$ cat src/rtl/fetch_stage_if.sv
// rtl/fetch_stage_if.sv - instruction memory request/response bus for the fetch stage
interface fetch_stage_if;
  logic        imem_req;
  logic [31:0] imem_addr;
  logic [63:0] imem_rdata;
  logic        imem_valid;

  modport master (output imem_req, imem_addr, input imem_rdata, imem_valid);
  modport slave  (input imem_req, imem_addr, output imem_rdata, imem_valid);
endinterface

$ cat src/rtl/fetch_stage.sv
// rtl/fetch_stage.sv - dual-issue instruction fetch stage with single-pair buffer
module fetch_stage #(
  parameter logic [31:0] RESET_PC = 32'h0000_0000,
  parameter logic [31:0] NOP      = 32'h0000_0000
) (
  input  logic                clk,
  input  logic                reset,
  input  logic                stallf,
  input  logic [1:0]          pcsrcd,
  input  logic [1:0]          pcsrcd2,
  input  logic [31:0]         targetd,
  input  logic [31:0]         targetd2,
  fetch_stage_if.master       imem,
  output logic [31:0]         pcf,
  output logic [31:0]         pcplus4f,
  output logic [31:0]         instrf,
  output logic [31:0]         instrf2,
  output logic                fetch_valid
);

  typedef enum logic [1:0] {
    S_REQ   = 2'd0,
    S_FULL  = 2'd1,
    S_DRAIN = 2'd2
  } state_t;

  state_t      state;
  logic [31:0] pc;
  logic [31:0] stale_addr;
  logic [63:0] buf_data;

  logic        redir;
  logic        accept;
  logic [31:0] target;
  logic [31:0] pc_step;

  // Redirect decode: slot 1 is older, so its target wins when both resolve.
  always_comb begin
    redir   = (pcsrcd != 2'b00) | (pcsrcd2 != 2'b00);
    accept  = redir & ~stallf;
    target  = (pcsrcd != 2'b00) ? targetd : targetd2;
    pc_step = pc + (pc[2] ? 32'd4 : 32'd8);
  end

  // Fetch FSM: one outstanding request, responses to abandoned addresses are drained.
  always_ff @(posedge clk) begin
    if (reset) begin
      state      <= S_REQ;
      pc         <= RESET_PC;
      stale_addr <= {RESET_PC[31:3], 3'b000};
      buf_data   <= '0;
    end else begin
      case (state)
        S_REQ: begin
          if (accept) begin
            pc <= target;
            if (imem.imem_valid) begin
              state <= S_REQ;
            end else begin
              // Request is still in flight; remember its address so the bus stays stable.
              stale_addr <= {pc[31:3], 3'b000};
              state      <= S_DRAIN;
            end
          end else if (imem.imem_valid) begin
            buf_data <= imem.imem_rdata;
            state    <= S_FULL;
          end
        end
        S_DRAIN: begin
          if (accept) begin
            pc <= target;
          end
          if (imem.imem_valid) begin
            state <= S_REQ;
          end
        end
        S_FULL: begin
          if (!stallf) begin
            pc    <= redir ? target : pc_step;
            state <= S_REQ;
          end
        end
        default: begin
          state <= S_REQ;
        end
      endcase
    end
  end

  // Output decode from state and buffer registers only.
  always_comb begin
    fetch_valid    = (state == S_FULL);
    imem.imem_req  = (state != S_FULL);
    imem.imem_addr = (state == S_DRAIN) ? stale_addr : {pc[31:3], 3'b000};
    pcf            = pc;
    pcplus4f       = pc + 32'd4;
    instrf         = NOP;
    instrf2        = NOP;
    if (state == S_FULL) begin
      if (pc[2]) begin
        instrf  = buf_data[63:32];
        instrf2 = NOP;
      end else begin
        instrf  = buf_data[31:0];
        instrf2 = buf_data[63:32];
      end
    end
  end

endmodule

$ cat src/flat_wrapper.sv
// flat-port wrapper written by rule: the top's interface ports become plain ports
module fetch_stage_flat 
#(
  parameter logic [31:0] RESET_PC = 32'h0000_0000,
  parameter logic [31:0] NOP      = 32'h0000_0000
)
  (clk, reset, stallf, pcsrcd, pcsrcd2, targetd, targetd2, pcf, pcplus4f, instrf, instrf2, fetch_valid, imem_imem_req, imem_imem_addr, imem_imem_rdata, imem_imem_valid);
  fetch_stage_if imem_i ();
  input  logic clk;
  input  logic reset;
  input  logic stallf;
  input  logic [1:0] pcsrcd;
  input  logic [1:0] pcsrcd2;
  input  logic [31:0] targetd;
  input  logic [31:0] targetd2;
  output logic [31:0] pcf;
  output logic [31:0] pcplus4f;
  output logic [31:0] instrf;
  output logic [31:0] instrf2;
  output logic fetch_valid;
  output wire logic [$bits(imem_i.imem_req)-1:0] imem_imem_req;
  output wire logic [$bits(imem_i.imem_addr)-1:0] imem_imem_addr;
  input wire logic [$bits(imem_i.imem_rdata)-1:0] imem_imem_rdata;
  input wire logic [$bits(imem_i.imem_valid)-1:0] imem_imem_valid;
  assign imem_imem_req = imem_i.imem_req;
  assign imem_imem_addr = imem_i.imem_addr;
  assign imem_i.imem_rdata = imem_imem_rdata;
  assign imem_i.imem_valid = imem_imem_valid;
  fetch_stage #(.RESET_PC(RESET_PC), .NOP(NOP)) u_core (.clk(clk), .reset(reset), .stallf(stallf), .pcsrcd(pcsrcd), .pcsrcd2(pcsrcd2), .targetd(targetd), .targetd2(targetd2), .imem(imem_i), .pcf(pcf), .pcplus4f(pcplus4f), .instrf(instrf), .instrf2(instrf2), .fetch_valid(fetch_valid));
endmodule
$ cat config.mk
export PLATFORM = sky130hd
export DESIGN_NAME = fetch_stage_flat
export DESIGN_NICKNAME = d
export VERILOG_FILES = /design/src/rtl/fetch_stage_if.sv /design/src/rtl/fetch_stage.sv /design/src/flat_wrapper.sv
export SDC_FILE = /design/constraint.sdc
export NUM_CORES = 1
export LEC_CHECK = 0
export BUFFER_PORTS_ARGS = -buffer_cell sky130_fd_sc_hd__buf_4
export CAP_MARGIN = 20
export CORE_ASPECT_RATIO = 1.5
export CORE_UTILIZATION = 49
export DETAILED_ROUTE_END_ITERATION = 7
export PLACE_DENSITY = 0.81
export SKIP_CTS_REPAIR_TIMING = 1
export SLEW_MARGIN = 20
export SYNTH_ARGS = -nofsm -noshare
export SYNTH_HDL_FRONTEND = slang
export SYNTH_SLANG_ARGS = --single-unit
$ cat constraint.sdc
create_clock -name clk -period 2.5 [get_ports clk]
set_input_delay 0.125 -clock clk [delete_from_list [all_inputs] [get_ports clk]]
set_output_delay 0.125 -clock clk [all_outputs]
set_load 0.1 [all_outputs]
==> reports/qor.yml <==
core_area_mm2: 0.0145
synth_seq_cells: 127
clk_latency_ns: 0.43
num_antenna_cells: 0
relSlewSlack_pct: 54.7
drt-pass1-iter-count: 5
critPathTopFamily: "simple AND/OR/NAND/NOR gates"
rows: 54
wl_per_cell_um: 19.5
cts_tree: "yes"
htree_levels: 4
fill_cells: 939
path_cells: "ha_4 > inv_1 > nor4_4 > nand2_4 > nor4_4 > xor2_4 > buf_12"
instances_no_fill: 1543
setup_tns_ns: 0
rsz0062_at_grt: "yes"
leakagePower_nw: 5.11
max-cap-violations: 0
die_h_um: 151
grt_pass1_wl_mm: 40.6
final_common_cell: "buf_4"
ir_worst_vdd_uv: 536
netlist_area_mm2: 0.00726
vias: 9089
tightest_slew_ns: 0.679
dpl_cell_area_mm2: 0.0103
holdWs_ns: 0.0297
hold_violations: 0
clockRootBuffer: "clkbuf_16"
timing_worst_setup_path_type: "flop to output port"
clk_pin_slew_ns: 0.05
ios: 298
crit_path_end_kind: "output port"
hp-class: "primary input to flop"
drt_iter0_drc: 590
grt.overflow.total: 0
postSynth.asyncResetShare_pct: 0
gp_congestion: 0.913
synth_area_per_cell_um2: 7.21
clkSinkCount: 127
drc_errors: 0
antenna_left: 0
hpwl_mm: 18.9
die_w_um: 101
finalCritPeriodShare_pct: 99.0
clockBufferDepth: 2
synthFlopType: "dfxtp_1"
antenna_found_initial: 0
fmax_ghz: 0.404
synth_edf_count: 0
r2r_setup_slack_ns: 0.16
cp-start-kind: "flop"
grt_max_degree: 65
critPathSlowestCell: "dfxtp_4"
worstPathArrival_ns: 2.35
crit_top_cell: "nor4_4"
drive_above_1_share_pct: 38.8
drt-total-wl_mm: 30.1
port_buffers: 294
numCtsBuffers: 17
setup_violations: 0
synthToLayoutAreaGrowth_pct: 62.7
design_area_mm2: 0.0118
yosysWarningCount: 0
status: "completed"
slew_violations: 0
grtUsageTotal_pct: 34.5
initial_utilization_pct: 50.0
dp_cells: 1435
dieArea_mm2: 0.0153
required_ns: 2.38
synthCells: 1006
via_per_inst: 5.89
power_density_mw_per_mm2: 616
grt_pass1_vias: 8016
nNetsFinal: 1473
skew_ns: 0.0223
seq_area_frac_synth_pct: 35.0
ys_types: 53
layout_min_cycle_time_ns: 2.48
path_max_fanout: 7
critical-path-max-stage-delay_ns: 0.39
path_buf_inv: 2
final_cell_mix: "buf_4 (329), nand2_1 (272), a21oi_1 (125)"
report_power, final:
group          internal, mW  switching, mW  leakage [nW]
registers              2.14          0.184          1.05
clock network          1.63          0.995         0.296
logic                 0.687           1.64          3.76
total                  4.45           2.82          5.11
flip-flops by register name (all words and copies together) (netlist names):
register	flops
u_core.state	2
u_core.stale_addr	29
u_core.buf_data	64
u_core.pcf	32
cell usage after synthesis, types with 3 or more instances:
master | number | area, um^2
a32o_1 | 4 | 40.0
buf_1 | 12 | 45.0
nand2_1 | 275 | 1030
o311a_1 | 4 | 40.0
a31oi_1 | 7 | 43.8
nand3_1 | 22 | 110
dfxtp_1 | 127 | 2540
and3_1 | 39 | 244
or3_1 | 4 | 25.0
xnor2_1 | 15 | 131
xor2_1 | 14 | 123
buf_4 | 6 | 45.0
mux2_2 | 27 | 304
a21oi_1 | 125 | 626
or2_2 | 3 | 18.8
buf_2 | 13 | 65.1
nor3_1 | 22 | 110
nand2b_1 | 3 | 18.8
a211oi_1 | 6 | 45.0
and4_1 | 5 | 43.8
nand4_1 | 16 | 100
inv_1 | 8 | 30.0
o21ai_0 | 30 | 150
mux2i_1 | 43 | 430
o22ai_1 | 3 | 18.8
nor4_1 | 16 | 100
nor2_1 | 59 | 221
a311oi_1 | 3 | 26.3
clkbuf_1 | 65 | 244
per-stage QoR:
stage	power [mW]	setup slack [ns]	util (%)
3_5_place_dp	4.53	0.208	71.1
2_1_floorplan	3.97	-0.298	-
5_1_grt	7.46	-0.0451	81.3
6_report	7.28	0.0240	81.3
4_1_cts	7.11	-0.269	75.3
3_3_place_gp	4.51	0.210	71.1
worst min-delay path: cells and delay by family:
kind / cells / cell delay [ns]
AND/OR/NAND/NOR: 2 / 0.15
buffers and inverters: 1 / 0.14
cell families after synthesis:
| family | synth area share (%) |
|---|---|
| adder cells (fa/ha/maj) | 0.345 |
| buffers and inverters | 5.98 |
| flip-flops | 35.0 |
| AND/OR/NAND/NOR | 29.5 |
| AO/OA/AOI/OAI | 15.5 |
| other | 0.0517 |
| multiplexers | 10.1 |
| XOR/XNOR | 3.50 |
cell type report:
type                       instances  area, um^2  area share [%]
clock inverter                    12         155            1.31
inverter                           8        30.0           0.254
multi-input combinational        776        5020            42.5
timing repair buffer             405        3270            27.7
sequential                       127        2630            22.3
clock buffer                      19         454            3.85
tap                              196         245            2.08
path summary, 6_finish.rpt:
check | end | depth (start not counted) | start
setup reg to reg | u_core.pcf[24] | 8 | u_core.pcf[2]
hold / removal | u_core.state[0] | 3 | stallf
hold reg to reg | u_core.stale_addr[15] | 2 | u_core.stale_addr[15]
setup / recovery | pcplus4f[30] | 7 | u_core.pcf[3]
routing by layer:
metal	global-route usage, %	wire length, um
met1	38.1	10200
met2	58.6	15400
met3	9.28	2740
met4	20.6	1760
met5	0	0
No activity file was read; power rests on OpenSTA's default activity.
